==> src/rtl/dmac_pkg.sv <==
// Shared types and encodings for the DMA controller main FSM.
package dmac_pkg;

    typedef enum logic [2:0] {
        ST_IDLE,
        ST_LATCH,
        ST_CFG_ADDR,
        ST_CFG_DATA,
        ST_CH_START,
        ST_CH_RUN,
        ST_DONE,
        ST_ERR
    } state_t;

    localparam logic [1:0] HTRANS_IDLE   = 2'b00;
    localparam logic [1:0] HTRANS_NONSEQ = 2'b10;

    localparam logic [1:0] HRESP_OKAY  = 2'b00;
    localparam logic [1:0] HRESP_ERROR = 2'b01;

    localparam logic [1:0] IDX_SADDR = 2'd0;
    localparam logic [1:0] IDX_DADDR = 2'd1;
    localparam logic [1:0] IDX_SIZE  = 2'd2;
    localparam logic [1:0] IDX_CTRL  = 2'd3;

    localparam logic [1:0] CON_CH1 = 2'b00;
    localparam logic [1:0] CON_CH2 = 2'b01;
    localparam logic [1:0] CON_CFG = 2'b10;

endpackage

==> src/rtl/dmac_run_watchdog.sv <==
// Channel-run watchdog: counts CH_RUN cycles and flags the last permitted one.
module dmac_run_watchdog #(
    parameter int unsigned TIMEOUT_W      = 16,
    parameter int unsigned TIMEOUT_CYCLES = 16'hFFFF
) (
    input  logic clk,
    input  logic rst,
    input  logic clear,
    input  logic run,
    output logic expired
);

    localparam logic [TIMEOUT_W-1:0] LAST = TIMEOUT_W'(TIMEOUT_CYCLES - 1);

    logic [TIMEOUT_W-1:0] count;

    always_ff @(posedge clk or negedge rst) begin
        if (!rst) begin
            count <= '0;
        end else if (clear) begin
            count <= '0;
        end else if (run) begin
            count <= count + TIMEOUT_W'(1);
        end
    end

    // The counter reaches TIMEOUT_CYCLES on the edge leaving this cycle.
    assign expired = run && (count == LAST);

endmodule

==> src/rtl/dmac_main_ctrl.sv <==
// DMA controller main FSM: config fetch over AHB, channel launch, completion.
// Optional run watchdog enabled by defining DMAC_RUN_TIMEOUT_EN.
module dmac_main_ctrl
    import dmac_pkg::*;
#(
    parameter int unsigned TIMEOUT_W      = 16,
    parameter int unsigned TIMEOUT_CYCLES = 16'hFFFF
) (
    input  logic       clk,
    input  logic       rst,
    input  logic [1:0] DmacReq,
    input  logic       HReady,
    input  logic [1:0] M_HResp,
    input  logic       irq,
    input  logic       C_config,
    output logic       channel_en_1,
    output logic       channel_en_2,
    output logic [1:0] con_sel,
    output logic       con_en,
    output logic [1:0] addr_inc_sel,
    output logic [1:0] config_HTrans,
    output logic       config_write,
    output logic       DmacReq_Reg_en,
    output logic       PeriAddr_reg_en,
    output logic       SAddr_Reg_en,
    output logic       DAddr_Reg_en,
    output logic       Trans_sz_Reg_en,
    output logic       Ctrl_Reg_en,
    output logic       done,
    output logic       err,
    output logic       busy
);

    state_t     state, state_nxt;
    logic [1:0] idx, idx_nxt;
    logic       ch2_sel, ch2_sel_nxt;
    logic       run_timeout;

`ifdef DMAC_RUN_TIMEOUT_EN
    dmac_run_watchdog #(
        .TIMEOUT_W      (TIMEOUT_W),
        .TIMEOUT_CYCLES (TIMEOUT_CYCLES)
    ) u_run_watchdog (
        .clk     (clk),
        .rst     (rst),
        .clear   (state == ST_CH_START),
        .run     (state == ST_CH_RUN),
        .expired (run_timeout)
    );
`else
    logic [TIMEOUT_W-1:0] unused_timeout_cfg;
    assign unused_timeout_cfg = TIMEOUT_W'(TIMEOUT_CYCLES);
    assign run_timeout        = 1'b0;
`endif

    always_ff @(posedge clk or negedge rst) begin
        if (!rst) begin
            state   <= ST_IDLE;
            idx     <= '0;
            ch2_sel <= 1'b0;
        end else begin
            state   <= state_nxt;
            idx     <= idx_nxt;
            ch2_sel <= ch2_sel_nxt;
        end
    end

    assign config_write = 1'b0;
    assign busy         = (state != ST_IDLE);

    always_comb begin
        state_nxt       = state;
        idx_nxt         = idx;
        ch2_sel_nxt     = ch2_sel;
        con_sel         = CON_CFG;
        con_en          = 1'b0;
        addr_inc_sel    = IDX_SADDR;
        config_HTrans   = HTRANS_IDLE;
        channel_en_1    = 1'b0;
        channel_en_2    = 1'b0;
        DmacReq_Reg_en  = 1'b0;
        PeriAddr_reg_en = 1'b0;
        SAddr_Reg_en    = 1'b0;
        DAddr_Reg_en    = 1'b0;
        Trans_sz_Reg_en = 1'b0;
        Ctrl_Reg_en     = 1'b0;
        done            = 1'b0;
        err             = 1'b0;

        case (state)
            ST_IDLE: begin
                if (DmacReq != '0) begin
                    DmacReq_Reg_en  = 1'b1;
                    PeriAddr_reg_en = 1'b1;
                    idx_nxt         = '0;
                    state_nxt       = ST_LATCH;
                end
            end
            ST_LATCH: state_nxt = ST_CFG_ADDR;
            ST_CFG_ADDR: begin
                addr_inc_sel  = idx;
                config_HTrans = HTRANS_NONSEQ;
                if (HReady) state_nxt = ST_CFG_DATA;
            end
            ST_CFG_DATA: begin
                addr_inc_sel = idx;
                if (HReady && (M_HResp == HRESP_OKAY)) begin
                    case (idx)
                        IDX_SADDR: SAddr_Reg_en    = 1'b1;
                        IDX_DADDR: DAddr_Reg_en    = 1'b1;
                        IDX_SIZE:  Trans_sz_Reg_en = 1'b1;
                        default:   Ctrl_Reg_en     = 1'b1;
                    endcase
                    if (idx == IDX_CTRL) begin
                        state_nxt = ST_CH_START;
                    end else begin
                        idx_nxt   = idx + 2'd1;
                        state_nxt = ST_CFG_ADDR;
                    end
                end else if (M_HResp == HRESP_ERROR) begin
                    state_nxt = ST_ERR;
                end
            end
            ST_CH_START: begin
                // Channel choice is latched here so CH_RUN ignores later C_config changes.
                con_sel     = C_config ? CON_CH2 : CON_CH1;
                con_en      = 1'b1;
                ch2_sel_nxt = C_config;
                state_nxt   = ST_CH_RUN;
            end
            ST_CH_RUN: begin
                con_sel      = ch2_sel ? CON_CH2 : CON_CH1;
                channel_en_1 = !ch2_sel;
                channel_en_2 = ch2_sel;
                if (irq) begin
                    state_nxt = ST_DONE;
                end else if (run_timeout) begin
                    state_nxt = ST_ERR;
                end
            end
            ST_DONE: begin
                done      = 1'b1;
                state_nxt = ST_IDLE;
            end
            ST_ERR: begin
                err       = 1'b1;
                state_nxt = ST_IDLE;
            end
            default: state_nxt = ST_IDLE;
        endcase
    end

endmodule

==> config.mk <==
export PLATFORM = sky130hd
export DESIGN_NAME = dmac_main_ctrl
export DESIGN_NICKNAME = d
export VERILOG_FILES = /design/src/rtl/dmac_pkg.sv /design/src/rtl/dmac_run_watchdog.sv /design/src/rtl/dmac_main_ctrl.sv
export SDC_FILE = /design/constraint.sdc
export NUM_CORES = 1
export LEC_CHECK = 0
export CAP_MARGIN = 20
export CORE_ASPECT_RATIO = 1.4
export CORE_UTILIZATION = 30
export CTS_CLUSTER_SIZE = 30
export DETAILED_ROUTE_END_ITERATION = 16
export SYNTH_ARGS = -nofsm -noshare
export SYNTH_HDL_FRONTEND = slang
export SYNTH_SLANG_ARGS = --single-unit
export TNS_END_PERCENT = 1
==> constraint.sdc <==
create_clock -name clk -period 1.65 [get_ports clk]
set_clock_uncertainty 0.2 [all_clocks]
set_input_delay 0.33 -clock clk [delete_from_list [all_inputs] [get_ports clk]]
set_output_delay 0.33 -clock clk [all_outputs]
set_load 0.03 [all_outputs]
## Yosys cells after proc, flatten, opt, wreduce, memory -nomap -nowiden

Index checks and enable logic that the tools add are counted.

- Equality and inequality tests: 17
- Reductions and logical operators: 13
- $add $sub $neg: 1
- Muxes and demuxes: 35

Operators by type and width:

| operator | count |
|---|---|
| $mux W1 | 21 |
| $pmux W3 S7 | 1 |
| $mux W3 | 6 |
| $eq A3 B3 Y1 const B | 4 |
| $mux W2 | 5 |
| $ne A2 B2 Y1 const B | 5 |
| $pmux W2 S2 | 2 |
| $reduce_and A4 Y1 | 2 |
| $eq A3 B2 Y1 const B | 2 |
| $eq A2 B1 Y1 const B | 2 |
| $eq A2 B2 Y1 const B | 2 |
| $logic_not A2 Y1 | 2 |
| $reduce_bool A2 Y1 | 2 |
| $reduce_or A2 Y1 | 2 |
| $eq A3 B1 Y1 const B | 1 |
| $logic_not A3 Y1 | 1 |
| $ne A3 B3 Y1 const B | 1 |
| $reduce_bool A3 Y1 | 1 |
| $reduce_or A3 Y1 | 1 |
| $add A2 B1 Y2 const B | 1 |
| $logic_and A1 B1 Y1 | 1 |
| $logic_not A1 Y1 | 1 |

- Logic and storage cells: 69
- Output and inout port bits: 19
- Input bits: 9
- Flip-flop bits (word level): 6

## Longest topological paths before layout

- Word-level depth: 5
- Gate-level depth with buffers: 5
- Mapped depth without buffers: 4

## Worst setup path after synthesis

Ideal clock, no wire load.

- Kind: reg2out
- Start: reg state[1]
- End: out PeriAddr_reg_en
- Cell stages (with the launch flop): 5
- Data required time: 1.120 ns
- Buffers on the path: 2
- Slack: -0.656 ns
- Arrival: 1.776 ns
- Path through: dfrtp_1 buf_6 or3_1 nor2_1 buf_4

- Cells in the longest elaborated chain, start to end: 2

RTL lines:

| what | RTL line | RTL |
|---|---|---|
| start, declared | dmac_main_ctrl.sv:34 | `state_t state, state_nxt;` |
| start signal, assigned | dmac_main_ctrl.sv:62 | `state <= state_nxt;` |
| $logic_not A3 Y1 | - |  |
| $mux W1 | - |  |
| end, declared | dmac_main_ctrl.sv:24 | `output logic PeriAddr_reg_en,` |

No other way between the ends.

## Final worst setup path

- Start: reg state[0]
- End: out DmacReq_Reg_en

- Cells in the longest elaborated chain, start to end: 2

RTL lines:

| what | RTL line | RTL |
|---|---|---|
| $logic_not A3 Y1 | dmac_main_ctrl.sv:90 | `case (state)` |
| $mux W1 | dmac_main_ctrl.sv:90 |  |
| end, declared | dmac_main_ctrl.sv:23 | `output logic DmacReq_Reg_en,` |

No other way between the ends.

==> metrics.md <==
| Metric | Value |
|---|---|
| Status | `complete, but fails checks` |
| Failing checks | `setup timing` |
| Slew Viols, Final | `0` |
| Reg2reg start | `state[1]` |
| DP Area | `848 um^2` |
| Number of vias per cell | `4.95` |
| Worst IR drop on VDD | `0.688 mV` |
| Worst endpoint required time | `1.12 ns` |
| Initial Utilization | `31.5%` |
| Cts hold-fix bufs | `0` |
| Highest Clock Rate | `519 MHz` |
| CTS tree | `built` |
| Setup violators final | `16` |
| Share of layout cells above drive strength 1 | `51.0%` |
| Critical R2R Capture | `state[0]` |
| First-pass DRT Iterations | `4` |
| FF+latch count, synth | `6` |
| Vias | `594` |
| DP HPWL | `1090 um` |
| Clk_lat worst skew | `0.25 ns` |
| Post-Syn Area | `553 um^2` |
| Vias in the first global route | `550` |
| Clk slew on worst S/H paths | `0.04 ns` |
| DRC Markers | `0` |
| Crit end category | `primary output` |
| Commonest non-fill, non-tap cell in the layout | `buf_6` |
| Finished Cell Area | `1010 um^2` |
| Critical Path AT | `1.40 ns` |
| Port bufs | `25` |
| Core Rows | `18` |
| Antenna cells | `0` |
| Ys Warns | `0` |
| Area delta synth->final | `81.9%` |
| Sequential area share after synthesis | `27.1%` |
| Tcrit/Tclk final | `117%` |
| DR WL/cell | `11.9 um` |
| Cell Pwr Density | `1460 nW/um^2` |
| Htree depth | `1` |
| Final cell count without fillers | `120` |
| Cells after synthesis | `65` |
| Post-route ant nets | `0` |
| Final Critical Period | `1.93 ns` |
| Syn avg cell area | `8.51 um^2` |
| R2R setup slack | `0.02 ns` |
| Dpl cells | `113` |
| Largest net degree at the start of global routing | `12` |
| Clk sinks | `6` |
| Critical Path Fanout Max | `3` |
| Static leakage | `0.000477 uW` |
| Final Wtd Congestion | `0.717` |
| Initial antenna violation count | `0` |
| Die width | `38.3 um` |
| CP Launch Type | `flip-flop` |
| Max-Cap Viols | `0` |
| Crit path kind | `reg -> out` |
| WL final | `1420 um` |
| Setup WS post-layout | `-0.277 ns` |
| Total track usage | `15.1%` |
| GRT overflow | `0` |
| Boundary Pins | `28` |
| Root Driver | `clkbuf_4` |
| Die area | `2020 um^2` |
| Hold WC Path Type | `in -> async` |
| Setup repair after global routing missed its margin | `yes` |
| Hold Fails Final Rpt | `0` |
| Most frequent cells in the layout | `18 x buf_6, 8 x buf_4, 6 x dfrtp_1` |
| Nets | `115` |
| First-pass GRT wire length | `2150 um` |
| Synth unique cells | `29` |
| Cells on worst reg2reg path | `4` |
| Die Span Y | `52.8 um` |
| CTS Buf Count | `3` |
| Area of the core | `1760 um^2` |
| Clk buf depth | `2` |
| Detailed Route Iter0 Violations | `7` |
where the power goes:
| part | switching [uW] | internal, uW |
|---|---|---|
| Clock | 51.5 | 82.1 |
| Combinational | 563 | 489 |
| Sequential | 67.8 | 210 |
| Total | 683 | 781 |
cell families after synthesis:
logic type               count (synthesis)  synth area share [%]
multiplexers                             4                  7.47
AND/OR/NAND/NOR                         27                  28.3
buffers and inverters                   11                  12.4
adder cells (fa/ha/maj)                  4                  9.05
AO/OA/AOI/OAI                           12                  14.9
flip-flops                               6                  27.1
other                                    1                 0.678
sequential cells by signal, summed over array words and instances (netlist names):
register	cells
idx	2
ch2_sel	1
state	3
Yosys cell counts:
library cell	number	area share [%]
and2_1	4	4.5
ha_1	4	9.1
mux2i_1	3	5.4
nor2_1	9	6.1
buf_2	1	0.90
buf_4	3	4.1
conb_1	1	0.68
nor2_2	1	1.1
nand2_1	4	2.7
a21o_1	1	1.4
a21oi_1	3	2.7
nand2b_4	1	2.5
mux2_2	1	2.0
a221oi_1	1	1.6
o21bai_2	1	2.0
or2b_1	1	1.4
o21ai_0	2	1.8
buf_6	2	4.1
nand4bb_1	1	2.0
or3b_1	1	1.6
or3_1	1	1.1
or3_4	1	2.0
nor3_1	2	1.8
o22ai_1	2	2.3
o2111ai_1	1	1.6
o41ai_1	1	1.6
dfrtp_1	6	27
or4_1	1	1.4
inv_1	5	3.4
through the flow:
| stage | setup TNS (ns) | worst slack (ns) | hold WS (ns) | power [uW] | util [%] |
|---|---|---|---|---|---|
| final | -3.42 | -0.277 | 0.126 | 1460 | 57.3 |
| after global routing | -4.64 | -0.344 | 0.130 | 1570 | 57.3 |
| after CTS | -3.72 | -0.272 | 0.134 | 1290 | 53.0 |
| after detailed placement | -2.66 | -0.352 | 0.355 | 1110 | 48.3 |
| after global placement | -2.45 | -0.319 | 0.348 | 1100 | 48.3 |
| after floorplan | -0.323 | -0.163 | -0.166 | 867 | - |
area by class of cell:
class | instances | area (um^2)
flip-flops and latches | 6 | 150
inverters | 5 | 18.8
multi-input cells | 49 | 419
clock buffers | 3 | 22.5
fillers | 171 | 751
repair buffers | 37 | 370
well taps | 20 | 25.0
worst max-delay path by stage:
stage	startpoint	end	slack, ns	depth (start not counted)
floorplan	state[1]	PeriAddr_reg_en	-0.16	4
global placement	M_HResp[0]	DAddr_Reg_en	-0.32	5
detailed placement	M_HResp[0]	SAddr_Reg_en	-0.35	5
CTS	state[0]	Trans_sz_Reg_en	-0.27	5
global route	state[0]	SAddr_Reg_en	-0.34	5
finish	state[0]	DmacReq_Reg_en	-0.28	4
critical path, cell delays in order, from the launching register on:
cell and delay [ns]:
dfrtp_1 0.40, or3_4 0.39, buf_6 0.13, nor2_4 0.09
buf_6 0.14
timing repair:
action | CTS | global route
gates resized for setup | 24 | 13
setup buffers | 0 | 3
pin swaps | 6 | 6
gates cloned | 0 | 1
endpoints found under the setup margin | 20 | 21
layer usage:
layer  wire [um]  up-vias  global-route usage [%]
met2         859       21                    30.8
met3          72        0                    5.11
li1            -      291                       -
met5           0        -                       0
met1         492      282                    13.7
met4           0        0                    1.79
Power figures use the tool's default switching activity.
